**src/rtl/mul_pkg.sv**
```systemverilog
// Shared definitions for the sequential shift-and-add multiplier.
// Holds the controller state encoding and default sizing.
package mul_pkg;

    localparam int N_DEF  = 8;
    localparam int CW_DEF = $clog2(N_DEF);

    typedef enum logic [2:0] {
        IDLE,
        LOAD_M,
        LOAD_Q,
        TEST,
        SHIFT,
        OUT_A,
        OUT_Q,
        DONE
    } state_t;

endpackage

```
**src/rtl/mul_iter_cnt.sv**
```systemverilog
// Iteration counter for the add/shift loop.
// Sync clear wins over increment; last flags index N-1.
module mul_iter_cnt
    import mul_pkg::*;
#(
    parameter int N  = N_DEF,
    parameter int CW = CW_DEF
) (
    input  logic          clk,
    input  logic          rst,
    input  logic          clr,
    input  logic          inc,
    output logic [CW-1:0] cnt,
    output logic          last
);

    assign last = (cnt == CW'(N - 1));

    // Counter register: clear on reset or request, else step.
    always_ff @(posedge clk) begin
        if (rst || clr) begin
            cnt <= '0;
        end else if (inc) begin
            cnt <= cnt + 1'b1;
        end
    end

endmodule

```
**src/rtl/mul_seq_ctrl.sv**
```systemverilog
// Control unit for the 8-bit shift-and-add multiplier.
// Strobes are registered against the next state.
module mul_seq_ctrl
    import mul_pkg::*;
#(
    parameter int N  = N_DEF,
    parameter int CW = CW_DEF
) (
    input  logic          clk,
    input  logic          rst,
    input  logic          start,
    input  logic          q0,
    output logic          ld_m_ibus,
    output logic          ld_q_ibus,
    output logic          clr_a,
    output logic          add_a,
    output logic          sh_r,
    output logic          ld_a_obus,
    output logic          ld_q_obus,
    output logic          busy,
    output logic          done,
    output logic [CW-1:0] cnt
);

    state_t state;
    logic   cnt_clr;
    logic   cnt_inc;
    logic   last;

    // q0 only gates the add strobe, and only in TEST.
    assign add_a = (state == TEST) & q0;

    assign cnt_clr = (state == LOAD_Q) ||
                     ((state == SHIFT) && last);
    assign cnt_inc = (state == SHIFT) && !last;

    mul_iter_cnt #(
        .N  (N),
        .CW (CW)
    ) u_cnt (
        .clk  (clk),
        .rst  (rst),
        .clr  (cnt_clr),
        .inc  (cnt_inc),
        .cnt  (cnt),
        .last (last)
    );

    // State register; each branch also sets the next state's strobes.
    always_ff @(posedge clk) begin
        if (rst) begin
            state     <= IDLE;
            ld_m_ibus <= 1'b0;
            ld_q_ibus <= 1'b0;
            clr_a     <= 1'b0;
            sh_r      <= 1'b0;
            ld_a_obus <= 1'b0;
            ld_q_obus <= 1'b0;
            busy      <= 1'b0;
            done      <= 1'b0;
        end else begin
            ld_m_ibus <= 1'b0;
            ld_q_ibus <= 1'b0;
            clr_a     <= 1'b0;
            sh_r      <= 1'b0;
            ld_a_obus <= 1'b0;
            ld_q_obus <= 1'b0;
            busy      <= 1'b1;
            done      <= 1'b0;
            unique case (state)
                IDLE: begin
                    if (start) begin
                        state     <= LOAD_M;
                        ld_m_ibus <= 1'b1;
                        clr_a     <= 1'b1;
                    end else begin
                        busy <= 1'b0;
                    end
                end
                LOAD_M: begin
                    state     <= LOAD_Q;
                    ld_q_ibus <= 1'b1;
                end
                LOAD_Q: begin
                    state <= TEST;
                end
                TEST: begin
                    state <= SHIFT;
                    sh_r  <= 1'b1;
                end
                SHIFT: begin
                    if (last) begin
                        state     <= OUT_A;
                        ld_a_obus <= 1'b1;
                    end else begin
                        state <= TEST;
                    end
                end
                OUT_A: begin
                    state     <= OUT_Q;
                    ld_q_obus <= 1'b1;
                end
                OUT_Q: begin
                    state <= DONE;
                    done  <= 1'b1;
                end
                DONE: begin
                    state <= IDLE;
                    busy  <= 1'b0;
                end
                default: begin
                    state <= IDLE;
                    busy  <= 1'b0;
                end
            endcase
        end
    end

endmodule
```
**config.mk**
```make
export PLATFORM = sky130hd
export DESIGN_NAME = mul_seq_ctrl
export DESIGN_NICKNAME = d
export VERILOG_FILES = /design/src/rtl/mul_pkg.sv /design/src/rtl/mul_iter_cnt.sv /design/src/rtl/mul_seq_ctrl.sv
export SDC_FILE = /design/constraint.sdc
export NUM_CORES = 1
export LEC_CHECK = 0
export CAP_MARGIN = 10
export CORE_AREA = 2 2 39 41
export CTS_CLUSTER_SIZE = 20
export DETAILED_ROUTE_END_ITERATION = 7
export DIE_AREA = 0 0 41 43
export HOLD_SLACK_MARGIN = 0.06
export PLACE_DENSITY_LB_ADDON = 0.25
export SLEW_MARGIN = 20
export SYNTH_ARGS = -nofsm -noshare
export SYNTH_HDL_FRONTEND = slang
export SYNTH_SLANG_ARGS = --single-unit
```
**constraint.sdc**
```tcl
create_clock -name clk -period 3.5 [get_ports clk]
set_input_delay 0.35 -clock clk [delete_from_list [all_inputs] [get_ports clk]]
set_output_delay 0.35 -clock clk [all_outputs]
set_load 0.05 [all_outputs]
```
Word-level counts from Yosys, hierarchy flattened:

Index checks and enable logic that the tools add are counted.
W data, S select, Z words.

* eq/ne operators: 9
* bitwise gates (word level): 3
* reduce and logical (&&, ||, !) cells: 8
* add/subtract/negate cells: 1
* multiplexer cells: 10

Operators by type and width (number)
* $pmux W3 S8: 1
* $eq A3 B3 Y1 const B: 5
* $eq A3 B2 Y1 const B: 2
* $mux W1: 6
* $mux W3: 2
* $reduce_or A2 Y1: 2
* $add A3 B1 Y3 const B: 1
* $eq A3 B1 Y1 const B: 1
* $logic_not A3 Y1: 1
* $logic_and A1 B1 Y1: 2
* $logic_or A1 B1 Y1: 2
* $ne A2 B2 Y1 const B: 1
* $not A1 Y1: 2
* $pmux W1 S2: 1
* $and A1 B1 Y1: 1
* $logic_not A1 Y1: 1

* output and inout port bits: 12
* register bits after elaboration: 13
* word-level logic and storage cells: 40
* bits of input ports: 4

Longest topological paths before layout:

* word-level depth: 4
* gate-level depth with buffers: 5
* mapped depth without buffers: 5

Cells and area by module:

Synthesis repeated with hierarchy kept, for this count alone.

* cell total of the unflattened synthesis: 52
* area, all modules: 540.5 µm²

By module, submodules not included
* mul_seq_ctrl: seq. area each 200.2 µm², area each 406.6 µm², cells each 41, instances 1
* mul_iter_cnt: seq. area each 60.1 µm², area each 133.9 µm², cells each 11, instances 1

Least setup slack after synthesis:

OpenSTA, ideal clock, no wires.

* path type: reg-to-reg
* start point: register u_cnt.cnt[0]
* end point: register u_cnt.cnt[2]
* stages on the path, launching flop included: 6
* data arrival time: 1.551 ns
* buffers on the path: 0
* period minus slack after synthesis: 1.666 ns
* data required time: 3.384 ns
* slack: 1.834 ns
* library setup time: 0.116 ns
* cells stage by stage: dfxtp_1 > ha_1 > ha_1 > nor4b_2 > mux2i_1 > nor2_1

* cells in the longest elaborated chain, start to end: 4
* elaborated cells on any way between the ends: 7
* classes of those cells: add/sub: 1; eq/ne: 1; reduce/logical: 5

Ends and longest elaborated chain
* from (decl): RTL line mul_iter_cnt.sv:13 `output logic [CW-1:0] cnt,`
* from (signal assigned): RTL line mul_iter_cnt.sv:24 `cnt <= cnt + 1'b1;`
* $eq A3 B3 Y1 (*): RTL line mul_iter_cnt.sv:17 `assign last = (cnt == CW'(N - 1));`
* via last: RTL line mul_seq_ctrl.sv:28 `logic last;`
* $logic_and A1 B1 Y1: RTL line mul_seq_ctrl.sv:34 `((state == SHIFT) && last);`
* $logic_or A1 B1 Y1: RTL line mul_seq_ctrl.sv:33 `assign cnt_clr = (state == LOAD_Q) ||`
* $logic_or A1 B1 Y1: RTL line mul_iter_cnt.sv:21 `if (rst || clr) begin`

The timed path passes the listed nets; every way through them passes the cells marked *.
A chain may end at the register's enable or synchronous reset.

Final worst setup path:

* start point: register state[1]
* end point: output add_a

* cells in the longest elaborated chain, start to end: 2

Ends and longest elaborated chain
* from (decl): RTL line mul_seq_ctrl.sv:25 `state_t state;`
* from (signal assigned): RTL line mul_seq_ctrl.sv:52 `state <= IDLE;`
* from (signal assigned): RTL line mul_seq_ctrl.sv:73 `state <= LOAD_M;`
* from (signal assigned): RTL line mul_seq_ctrl.sv:81 `state <= LOAD_Q;`
* $eq A3 B2 Y1: RTL line mul_seq_ctrl.sv:31 `assign add_a = (state == TEST) & q0;`
* $and A1 B1 Y1: RTL line mul_seq_ctrl.sv:31
* to (decl): RTL line mul_seq_ctrl.sv:16 `output logic add_a,`

Every way passes these cells.

==> results.toml <==
[critical_path]
worstPathMaxFanout = 16
cp-end-kind = "primary output"
max_stage_delay_ns = 0.80
cp.required_ns = 3.15
crit_slowest_cell = "clkdlybuf4s50_1"
crit_arrival_ns = 1.94
startpoint_type = "register"
critical_path.cell_chain = "and4b_1, clkdlybuf4s50_1"
crit_type = "reg -> out"

[routing]
dr.pass1.iters = 4
vias = 409
drt-initial-drc-count = 5
wirelength_um = 809
wl_per_cell_um = 9.99
drc = 0
routed_via_density = 5.05
drtAntennaViolNets = 0

[job]
drv_cap = 0

[logic_synthesis]
syn_avg_cell_area_sq_um = 10.4
ys_seq_area_frac = 0.499
synth_edf_count = 0
synth.area.top_cells = "dfxtp_1 (50%), ha_1 (4.8%), nor2_1 (4.3%), mux2i_1 (3.8%), nor3_1 (3.8%)"
synth_cells = 50
synth_cell_types = 22
yosys_warnings = 0
synth_nets = 56
synth_area_sq_um = 522
synth-seq-cells = 13
ys.flop_type = "dfxtp_1"
synth-async-reset-ratio = 0
synth_top_area_share = 0.499
yosysTopAreaCell = "dfxtp_1"

[timing]
fmax_mhz = 438
tns_ns = 0
rsz0062_at_grt = "no"
worst_slew_pin_slew_ns = 0.493
drv_slew = 0
relSlewSlack = 0.670
setup_viol = 0
final-hold-violation-count = 0
finClkSkew_ns = 0.00293
min_period_over_period = 0.653
final.min_clock_period_ns = 2.29
fin_ws_ns = 1.21

[min_path]
min_path_type = "reg -> reg"

[clock_tree]
clk_pin_slew_ns = 0.08
ctsResizeCount = 0
cts_root_buf = "clkbuf_4"
cts_buffers = 3
postCtsSetupRepairBufs = 0
cts_tree = "yes"
htreeDepth = 1
clkLatencyLatePin_ns = 0.27
ctsHoldBuffers = 0
cts.path.max_buffers = 2
cts_sinks = 13

[die]
die_area_sq_um = 1760
die_x_um = 41
rows = 14
core_area_sq_um = 1380
ios = 16
initial_utilization = 0.377
fp.dieH_um = 43

[global_route]
grt.overflow.total = 0
grt_start_max_net_pins = 17
grt_pass1_vias = 305
grt_pass1_wl_mm = 1.32
antenna_found_initial = 0
grtUsageTotal = 0.113

[placement]
place_hpwl_um = 577
dp_slack_ns = 1.36
numPortBuffers = 15
gp_congestion = 0.778

[run_status]
outcome = "finished clean"

[power_and_ir_drop]
ir_drop_mv = 0.229
power_per_cell_area_nw_per_um2 = 423
p_leak_uw = 0.000271

[cells_and_area]
drive_above_1_share = 0.0769
multi_input_area_sq_um = 233
nFillCells = 142
insertedDiodeCount = 0
regArea_sq_um = 260
fin_nets = 72
syn_to_final_growth_pct = 32.9
==> Yosys cell counts (2+ instances only) <==
cell,instances
dfxtp_1,13
nor2_1,6
nor3_1,4
and3_1,3
a211oi_1,2
buf_2,2
buf_4,2
ha_1,2
mux2i_1,2
nor2b_1,2
==> area by class of cell <==
| cell class | instances | share of cell area |
|---|---|---|
| Timing Repair Buffer | 15 | 0.217 |
| Multi-Input combinational cell | 32 | 0.336 |
| Sequential cell | 13 | 0.375 |
| Inverter | 1 | 0.00542 |
| Tap cell | 16 | 0.0289 |
| Clock buffer | 4 | 0.0379 |
==> placed cells by master, fill, tap and decap left out, drive strengths merged, types with 2 or more instances in the layout <==
master,n
clkdlybuf4s50,15
dfxtp,13
nor2,6
nor3,4
clkbuf,4
and3,3
nor2b,2
mux2i,2
a211oi,2
ha,2
nor4b,2
==> metrics by stage <==
stage               hold WS [ns]  cell area [sq um]  power (uW)  std cells  utilization
floorplan                  0.427                522         195         50            -
global placement           0.512                667         208         77        0.482
detailed placement         0.519                667         208         77        0.482
CTS                        0.547                693         297         81        0.501
global route               0.570                693         307         81        0.501
finish                     0.537                693         293         81        0.501
==> power breakdown <==
part	switching (uW)	total [uW]	internal (uW)
registers	9.82	163	153
logic	23.3	40.7	17.4
clock network	45.2	89.2	44.1
total	78.3	293	215
==> kinds of logic after synthesis <==
kind of cell | count (synthesis) | synth area share
AOI/OAI and AO/OA | 5 | 0.0743
xor gates and xnor gates | 1 | 0.0168
adders and majority gates | 2 | 0.0480
buffers and inverters | 5 | 0.0551
DFF | 13 | 0.499
muxes | 2 | 0.0384
and+or+nand+nor | 22 | 0.269
==> path summary, 6_finish.rpt <==
path | start | end | slack, ns | depth (start not counted)
setup / recovery | state[1] | add_a | 1.21 | 2
hold reg to reg | u_cnt.cnt[2] | u_cnt.cnt[2] | 0.54 | 2
hold / removal | u_cnt.cnt[2] | u_cnt.cnt[2] | 0.54 | 2
setup reg to reg | u_cnt.cnt[0] | u_cnt.cnt[1] | 1.98 | 5
==> layer usage <==
metal  GRT usage  vias to the layer above  share of wire
li1            -                      212              -
met1       0.165                      186           0.46
met2       0.138                        9           0.47
met3      0.0314                        2          0.059
met4      0.0800                        0         0.0074
met5           0                        -              0
==> state kept, by name, summed over array words and instances (netlist names) <==
| register | cells |
|---|---|
| busy | 1 |
| clr_a | 1 |
| done | 1 |
| ld_a_obus | 1 |
| ld_q_ibus | 1 |
| ld_q_obus | 1 |
| sh_r | 1 |
| state | 3 |
| u_cnt.cnt | 3 |
==> worst max-delay path, delay by kind of cell (launching register included) <==
kind,cells,cell delay (ns)
buf+inv,1,0.80
flops,1,0.62
simple gates,1,0.25
No activity file was read; power rests on OpenSTA's default activity.
